--- src/rtl/axi4_lite_pkg.sv ---
// Shared types and constants for the AXI4-Lite command master.
package axi4_lite_pkg;

    typedef enum logic [1:0] {
        OKAY   = 2'b00,
        EXOKAY = 2'b01,
        SLVERR = 2'b10,
        DECERR = 2'b11
    } resp_t;

    typedef enum logic [2:0] {
        IDLE,
        WR_AW_W,
        WR_RESP,
        RD_ADDR,
        RD_DATA,
        RSP
    } mst_state_t;

    // Only these data widths are supported by the master.
    localparam int DW_NARROW = 32;
    localparam int DW_WIDE   = 64;

    function automatic bit dw_supported(input int w);
        return (w == DW_NARROW) || (w == DW_WIDE);
    endfunction

endpackage

--- src/rtl/axi4_lite_valid_hold.sv ---
// Registered VALID flag: sets on load, clears the cycle after its handshake.
module axi4_lite_valid_hold (
    input  logic ACLK,
    input  logic ARESETN,
    input  logic load,
    input  logic ready,
    output logic valid
);

    // Load wins over clear; a handshake only clears an asserted flag.
    always_ff @(posedge ACLK) begin
        if (!ARESETN)
            valid <= 1'b0;
        else if (load)
            valid <= 1'b1;
        else if (valid && ready)
            valid <= 1'b0;
    end

endmodule

--- src/rtl/axi4_lite_master_cmd.sv ---
// AXI4-Lite master: one single-beat read or write per command, with the
// slave's data/response returned on a valid/ready response channel.
module axi4_lite_master_cmd
    import axi4_lite_pkg::*;
#(
    parameter  int ADDR_WIDTH    = 32,
    parameter  int DATA_WIDTH    = 32,
    parameter  int ERR_CNT_WIDTH = 8,
    localparam int STRB_WIDTH    = DATA_WIDTH / 8
) (
    input  logic                     ACLK,
    input  logic                     ARESETN,
    input  logic                     cmd_valid,
    output logic                     cmd_ready,
    input  logic                     cmd_write,
    input  logic [ADDR_WIDTH-1:0]    cmd_addr,
    input  logic [DATA_WIDTH-1:0]    cmd_wdata,
    input  logic [STRB_WIDTH-1:0]    cmd_wstrb,
    output logic                     rsp_valid,
    input  logic                     rsp_ready,
    output logic                     rsp_write,
    output logic [DATA_WIDTH-1:0]    rsp_rdata,
    output logic [1:0]               rsp_resp,
    output logic [ERR_CNT_WIDTH-1:0] err_count,
    output logic                     busy,
    output logic [ADDR_WIDTH-1:0]    M_AWADDR,
    output logic                     M_AWVALID,
    input  logic                     M_AWREADY,
    output logic [DATA_WIDTH-1:0]    M_WDATA,
    output logic [STRB_WIDTH-1:0]    M_WSTRB,
    output logic                     M_WVALID,
    input  logic                     M_WREADY,
    input  logic [1:0]               M_BRESP,
    input  logic                     M_BVALID,
    output logic                     M_BREADY,
    output logic [ADDR_WIDTH-1:0]    M_ARADDR,
    output logic                     M_ARVALID,
    input  logic                     M_ARREADY,
    input  logic [DATA_WIDTH-1:0]    M_RDATA,
    input  logic [1:0]               M_RRESP,
    input  logic                     M_RVALID,
    output logic                     M_RREADY
);

    generate
        if (!dw_supported(DATA_WIDTH)) begin : g_bad_dw
            $error("axi4_lite_master_cmd: DATA_WIDTH must be 32 or 64");
        end
    endgenerate

    mst_state_t state, state_nxt;

    logic [ADDR_WIDTH-1:0]    addr_q;
    logic [DATA_WIDTH-1:0]    wdata_q;
    logic [STRB_WIDTH-1:0]    wstrb_q;
    logic                     rsp_write_q;
    logic [DATA_WIDTH-1:0]    rsp_rdata_q;
    resp_t                    rsp_resp_q;
    logic [ERR_CNT_WIDTH-1:0] err_q;
    logic                     bready_q, rready_q;

    logic  cmd_fire, b_fire, r_fire, aw_done, w_done;
    resp_t cap_resp;

    assign cmd_fire = cmd_valid && cmd_ready;
    // READY is only ever high in its own state, so stray VALIDs never fire.
    assign b_fire   = M_BVALID && bready_q;
    assign r_fire   = M_RVALID && rready_q;
    // A channel is done once its flag has dropped or is handshaking now.
    assign aw_done  = !M_AWVALID || M_AWREADY;
    assign w_done   = !M_WVALID  || M_WREADY;
    assign cap_resp = b_fire ? resp_t'(M_BRESP) : resp_t'(M_RRESP);

    axi4_lite_valid_hold u_aw (
        .ACLK(ACLK), .ARESETN(ARESETN),
        .load(cmd_fire && cmd_write), .ready(M_AWREADY), .valid(M_AWVALID)
    );
    axi4_lite_valid_hold u_w (
        .ACLK(ACLK), .ARESETN(ARESETN),
        .load(cmd_fire && cmd_write), .ready(M_WREADY), .valid(M_WVALID)
    );
    axi4_lite_valid_hold u_ar (
        .ACLK(ACLK), .ARESETN(ARESETN),
        .load(cmd_fire && !cmd_write), .ready(M_ARREADY), .valid(M_ARVALID)
    );

    // State register.
    always_ff @(posedge ACLK) begin
        if (!ARESETN) state <= IDLE;
        else          state <= state_nxt;
    end

    // Next-state logic.
    always_comb begin
        state_nxt = state;
        case (state)
            IDLE:    if (cmd_fire)          state_nxt = cmd_write ? WR_AW_W : RD_ADDR;
            WR_AW_W: if (aw_done && w_done) state_nxt = WR_RESP;
            WR_RESP: if (b_fire)            state_nxt = RSP;
            RD_ADDR: if (M_ARREADY)         state_nxt = RD_DATA;
            RD_DATA: if (r_fire)            state_nxt = RSP;
            RSP:     if (rsp_ready)         state_nxt = IDLE;
            default:                        state_nxt = IDLE;
        endcase
    end

    // State-decoded outputs.
    always_comb begin
        cmd_ready = (state == IDLE);
        busy      = (state != IDLE);
        rsp_valid = (state == RSP);
    end

    // Response-channel READYs are registered off the next state so they track it exactly.
    always_ff @(posedge ACLK) begin
        if (!ARESETN) begin
            bready_q <= 1'b0;
            rready_q <= 1'b0;
        end else begin
            bready_q <= (state_nxt == WR_RESP);
            rready_q <= (state_nxt == RD_DATA);
        end
    end

    // Command payload, held stable for the whole transaction.
    always_ff @(posedge ACLK) begin
        if (!ARESETN) begin
            addr_q  <= '0;
            wdata_q <= '0;
            wstrb_q <= '0;
        end else if (cmd_fire) begin
            addr_q  <= cmd_addr;
            wdata_q <= cmd_wdata;
            wstrb_q <= cmd_wstrb;
        end
    end

    // Capture B or R into the response register; writes return zero data.
    always_ff @(posedge ACLK) begin
        if (!ARESETN) begin
            rsp_write_q <= 1'b0;
            rsp_rdata_q <= '0;
            rsp_resp_q  <= OKAY;
        end else if (b_fire) begin
            rsp_write_q <= 1'b1;
            rsp_rdata_q <= '0;
            rsp_resp_q  <= resp_t'(M_BRESP);
        end else if (r_fire) begin
            rsp_write_q <= 1'b0;
            rsp_rdata_q <= M_RDATA;
            rsp_resp_q  <= resp_t'(M_RRESP);
        end
    end

    // Saturating count of non-OKAY responses.
    always_ff @(posedge ACLK) begin
        if (!ARESETN)
            err_q <= '0;
        else if ((b_fire || r_fire) && (cap_resp != OKAY) && (err_q != '1))
            err_q <= err_q + ERR_CNT_WIDTH'(1);
    end

    assign M_AWADDR  = addr_q;
    assign M_ARADDR  = addr_q;
    assign M_WDATA   = wdata_q;
    assign M_WSTRB   = wstrb_q;
    assign M_BREADY  = bready_q;
    assign M_RREADY  = rready_q;
    assign rsp_write = rsp_write_q;
    assign rsp_rdata = rsp_rdata_q;
    assign rsp_resp  = rsp_resp_q;
    assign err_count = err_q;

endmodule

--- config.mk ---
export PLATFORM = sky130hd
export DESIGN_NAME = axi4_lite_master_cmd
export DESIGN_NICKNAME = d
export VERILOG_FILES = /design/src/rtl/axi4_lite_pkg.sv /design/src/rtl/axi4_lite_valid_hold.sv /design/src/rtl/axi4_lite_master_cmd.sv
export SDC_FILE = /design/constraint.sdc
export NUM_CORES = 1
export LEC_CHECK = 0
export CAP_MARGIN = 20
export CORE_MARGIN = 1
export CORE_UTILIZATION = 39
export DETAILED_ROUTE_END_ITERATION = 8
export PLACE_DENSITY = 0.91
export SETUP_SLACK_MARGIN = 0.02
export SLEW_MARGIN = 0
export SYNTH_ARGS = -nofsm -noshare
export SYNTH_HDL_FRONTEND = slang
export SYNTH_SLANG_ARGS = --single-unit
--- constraint.sdc ---
create_clock -name ACLK -period 2.35 [get_ports ACLK]
set_clock_uncertainty 0.15 [all_clocks]
set_input_delay 0.235 -clock ACLK [delete_from_list [all_inputs] [get_ports ACLK]]
set_output_delay 0.235 -clock ACLK [all_outputs]
set_load 0.05 [all_outputs]
Word level (Yosys, flattened, before mapping) --
Index checks and enable logic that the tools add are counted.
Word-level totals: RAM bits 0, word-level logic and storage cells 67, bits in latches 0, memories kept 0, register bits 119, bits in read-only memories 0, output and inout port bits 151, input bits 114
Cells by class: shift-type cells 0, mux-type cells 19, multiply operators 0, divide/modulo/power cells 0, add/sub/neg operators 1, equal/unequal tests 8, reductions and logical operators 25, magnitude comparators 0, bitwise operators 1
Operator list (number):
- $mux W3 | 6
- $pmux W3 S6 | 1
- $logic_and A1 B1 Y1 | 11
- $reduce_bool A2 Y1 | 5
- $eq A3 B2 Y1 const B | 3
- $eq A3 B3 Y1 const B | 3
- $add A8 B1 Y8 const B | 1
- $mux W1 | 8
- $mux W2 | 4
- $ne A8 B8 Y1 const B | 1
- $eq A3 B1 Y1 const B | 1
- $logic_not A1 Y1 | 3
- $logic_not A3 Y1 | 1
- $logic_or A1 B1 Y1 | 3
- $reduce_bool A3 Y1 | 1
- $reduce_or A2 Y1 | 1
- $not A1 Y1 | 1

Logic depth before layout (Yosys ltp) --
depth after elaboration 6, mapped depth 7, depth with buffers taken out 5

Cells and area by module --
Synthesis repeated with hierarchy kept, for this count alone.
Unflattened totals: cell total of the unflattened synthesis 582, area total of the unflattened synthesis 4698.3 µm²
By module, submodules not included:
- axi4_lite_master_cmd | times used 1, sequential area each 2322.2 µm², cells each 573, area an instance 4574.4 µm²
- axi4_lite_valid_hold | times used 3, sequential area each 20.0 µm², cells each 3, area an instance 41.3 µm²

Worst setup path after synthesis --
No wires, ideal clock.
kind reg-to-reg, start register err_q[2] (netlist: err_count[2]), end register err_q[7] (netlist: err_count[7]), required time 2.085 ns, arrival time 1.915 ns, setup time 0.115 ns, path buffers 0, clock period less this slack 2.180 ns, cell stages (with the launch flop) 5, slack 0.170 ns, cells stage by stage dfxtp_1 nand3_1 or3_1 or4b_1 and3_1
Between the ends: cells in the longest elaborated chain, start to end 2, elaborated cells between the ends (all ways) 3, classes of those cells add/sub: 1; eq/ne: 1; reduce/logical: 1
Ends and longest elaborated chain:
- from (decl) | line axi4_lite_master_cmd.sv:59 | logic [ERR_CNT_WIDTH-1:0] err_q;
- from (signal assigned) | line axi4_lite_master_cmd.sv:160 | err_q <= err_q + ERR_CNT_WIDTH'(1);
- parallel branches: the longest is 2 deep, another holds $add A8 B1 Y8
Parallel ways; which one is timed is not known. A chain may end at the register's enable or synchronous reset.

Worst setup path after layout --
start register state[1], end output busy
Between the ends: cells in the longest elaborated chain, start to end 1
Ends and longest elaborated chain:
- from (decl) | line axi4_lite_master_cmd.sv:51 | mst_state_t state, state_nxt;
- from (signal assigned) | line axi4_lite_master_cmd.sv:90 | else state <= state_nxt;
- $reduce_bool A3 Y1 | line axi4_lite_master_cmd.sv:110 | busy = (state != IDLE);
- to (decl) | line axi4_lite_master_cmd.sv:25 | output logic busy,
No other way between the ends.

==> run summary <==
The path with the worst hold slack has its endpoint at u_ar.valid. Dividing the detail-routed via count by the number of cells gives 4.75. The total iterations of the first detailed-routing run is 4. The tools report the clock root buffer master as sky130_fd_sc_hd__clkbuf_16. Across the VDD grid, the largest voltage drop is 0.000360 V. The setup check on the worst reg-to-reg path leaves a slack of 0.38 ns. The most used flip-flop cell after synthesis was sky130_fd_sc_hd__dfxtp_1. The run gives 0 as the number of warning messages in the yosys log. In this run the worst setup path begins at state[1].

Relative to the synthesized area, the layout overhead comes to 64.1%. For the deepest clock path buffer count, the log shows 2. The critical path arrival was 1.70 ns. From bottom edge to top edge, the die measures 113 um. The initialized floorplan defines 40 standard-cell rows.

The relative contribution of sequential cells to total power was 0.361; the logic depth of the worst register-to-register path was 4. The run gives 0 as the number of antenna-violating nets in the routed design. Class of the worst hold path: input port to flip-flop. Area of the die: 0.0128 mm2.

The tools report the clock insertion delay at the later pin of the skew report as 0.41 ns. Leading area contributor after synthesis: sky130_fd_sc_hd__dfxtp_1. The clock drives 119 sinks. Across all hold checks on the routed design, the worst slack comes to 0.0573 ns. The flow ran to the end, and the final reports show no timing, DRC or antenna violations. The width of the chip was 113 um; the largest fanout on the critical path was 11. The total via count after detailed routing was 4617; the total negative slack was 0 ns.

After synthesis, the netlist uses 43 different library cells. Entering global routing, the biggest net connects 45 pins. The H-tree was split into 4 levels. Counting flops with a built-in enable in the synthesized netlist gives 0. The period utilization came out at 0.887. After clock tree synthesis, the flow added hold-fix buffers numbering 0. The worst setup path is captured at a primary output. After the last flow step, the layout net total stands at 927. The endpoint of the worst-slack reg-to-reg timing path was M_WDATA[2]. Sequential-to-total area share from yosys stat: 0.495.

The worst hold path begins at ARESETN. Setup repair after global routing left no endpoint under its margin. Once layout is done, the placed cells without fillers occupy 0.00790 mm2. In this run the static leakage power is 2.87 nW. The share of layout cells above drive strength 1 was 0.0679; the global placement routability congestion was 0.789. Total internal power: 4.21 mW. The synthesized instance count is 584, and the global-route wire length before repair is 22300 um. Clock-pin slew was measured on the worst setup and hold paths at 0.05 ns. The count of instances resized after the clock tree is built came out at 1. The final max-slew violation count was 0. After detailed routing, the number of remaining DRC violations is 0.

The number of antenna diodes in the final layout is 0. Power spread over the standard cell area amounts to 787 mW/mm2. The logs give 699 for the net count after synthesis and 0 for the final number of setup-violating endpoints. The switching part of the total came out at 0.323. The cell depth of the worst hold path is 2.

The tools report the launch point of the worst reg-to-reg path as state[1]. The smallest clock period supported by the final layout is computed as 2.08 ns. For the starting density of the core, the log shows 0.401.

The achievable clock frequency is 480 MHz, and the count of buffers inserted at the top-level ports is 264. The final hold violation count was 0; the flip-flop and latch count after synthesis was 119. The logs give 0.224 for the overall fraction of global-route tracks in use and 17 for the TritonCTS buffer count. The relative slew slack was 0.634; the transition at the pin with the smallest max-transition slack was 0.548 ns. The I/O pin total was 265. The tools report the fraction of the core area covered by cells at the end of the flow as 0.658. The post-CTS setup repair buffer count was 0; the number of maximum-capacitance constraint violations was 0. The placed wire-length estimate after detailed placement was 10100 um.

The tools report the part of the power in the clock network as 0.374. The routed length per instance works out to 14.5 um. TritonCTS built the clock tree. Type of the worst setup path: flip-flop to primary output. The tools report the number of design-rule violations left by the first detailed-router iteration as 238. Cell area after technology mapping: 0.00481 mm2. The tools report the number of antenna violations at the first check in global routing as 0.

The tools report the net switching component of the power as 2.01 mW. Via count of the first global-routing pass: 4542. The aggregate routed wire length is 14100 um, and the placed cell area is 0.00736 mm2. Required time reported for the critical path endpoint: 1.97 ns.

The tools report the type of origin of the critical path as a flip-flop. Yosys attributes the largest share of cell area to sky130_fd_sc_hd__dfxtp_1, sky130_fd_sc_hd__nand2_1, sky130_fd_sc_hd__a21boi_0, sky130_fd_sc_hd__buf_4, sky130_fd_sc_hd__a21oi_1. The core region is 0.0120 mm2. The async set-or-reset flop fraction in the synthesized netlist is 0.

The share of power burned in combinational logic is 0.265, and the synthesized area divided by synthesized cell count is 8.24 um2. Summed over all layers, the global routing overflow is 0. Fraction of post-synthesis cell area in the top cell type by area: 0.495.
area by class of cell:
class,instances,area [um2]
multi-input combinational,391,2020
timing repair buffer,280,2760
inverter,3,11.3
sequential,119,2380
clock buffer,23,488
tap,147,184
clock inverter,9,50.0
fill,973,4110
power by group through the flow:
stage	clock, mW	combinational (mW)	sequential (mW)
after detailed placement	0	1.65	2.29
after global placement	0	1.63	2.28
final	2.33	1.65	2.25
after floorplan	0	0.637	2.71
after global routing	2.46	1.74	2.26
after CTS	2.37	1.66	2.25
registers in the layout (all words and copies together) (netlist names):
name / count
rsp_rdata: 32
M_WDATA: 32
u_w.valid: 1
M_WSTRB: 4
M_ARADDR: 32
err_count: 8
u_aw.valid: 1
u_ar.valid: 1
M_BREADY: 1
rsp_resp: 2
rsp_write: 1
M_RREADY: 1
state: 3
per-stage QoR:
| stage | power (mW) | setup slack, ns | instances |
|---|---|---|---|
| after floorplan | 3.34 | 0.170 | 584 |
| after detailed placement | 3.94 | 0.127 | 940 |
| after global routing | 6.46 | 0.191 | 972 |
| final | 6.22 | 0.265 | 972 |
| after CTS | 6.27 | 0.248 | 972 |
| after global placement | 3.91 | 0.183 | 940 |
synth_stat cells (2+ instances only):
cell / number
sky130_fd_sc_hd__mux2i_1: 4
sky130_fd_sc_hd__buf_1: 3
sky130_fd_sc_hd__a21oi_1: 37
sky130_fd_sc_hd__nand3_1: 5
sky130_fd_sc_hd__dfxtp_1: 119
sky130_fd_sc_hd__a21boi_0: 61
sky130_fd_sc_hd__nor2_1: 3
sky130_fd_sc_hd__o211a_1: 2
sky130_fd_sc_hd__nor3_1: 2
sky130_fd_sc_hd__buf_6: 2
sky130_fd_sc_hd__nand2_1: 220
sky130_fd_sc_hd__or4_1: 2
sky130_fd_sc_hd__buf_4: 32
sky130_fd_sc_hd__buf_2: 5
sky130_fd_sc_hd__o211ai_1: 2
sky130_fd_sc_hd__o31ai_1: 2
sky130_fd_sc_hd__nor2b_1: 8
sky130_fd_sc_hd__nand2b_1: 2
sky130_fd_sc_hd__inv_1: 3
sky130_fd_sc_hd__or4b_1: 2
sky130_fd_sc_hd__nor3b_1: 3
sky130_fd_sc_hd__a21boi_1: 12
sky130_fd_sc_hd__clkbuf_1: 29
sky130_fd_sc_hd__or3_1: 3
sky130_fd_sc_hd__o21ai_0: 3
placed cells by master, fill, tap and decap left out, drive strengths merged, types with 5 or more instances in the layout:
cell type / netlist / routed
clkinv: 0 / 7
a21oi: 37 / 37
nand3: 5 / 5
clkbuf: 29 / 23
a21boi: 73 / 73
buf: 42 / 19
nor2b: 8 / 8
dfxtp: 119 / 119
nand2: 221 / 221
clkdlybuf4s50: 0 / 260
per-layer routing:
metal	part of all wire	up-vias	wire length, um	track usage
met5	0	-	0	0
met4	0.027	0	387	0.111
met2	0.51	170	7240	0.399
li1	-	2326	-	-
met3	0.059	32	832	0.0659
met1	0.40	2089	5680	0.243
how the worst max path moves through the flow:
| stage | endpoint | slack [ns] | cells after the start |
|---|---|---|---|
| 6_report | busy | 0.27 | 2 |
| 2_1_floorplan | err_count[7] | 0.17 | 4 |
| 4_1_cts | busy | 0.25 | 2 |
| 3_5_place_dp | M_WDATA[2] | 0.13 | 5 |
| 5_1_grt | busy | 0.19 | 2 |
| 3_3_place_gp | M_WDATA[10] | 0.18 | 5 |
kinds of logic after synthesis:
kind of cell | synth area share
fa+ha+maj | 0.00260
mux | 0.0114
buf+inv | 0.0871
simple gates | 0.230
flops | 0.495
compound gates | 0.174
worst max-delay path: stages, from the launching register on:
cell	delay [ns]
sky130_fd_sc_hd__dfxtp_1	0.55
sky130_fd_sc_hd__or3_1	0.20
sky130_fd_sc_hd__dlygate4sd2_1	0.54
(Power assumes the default switching activity.)
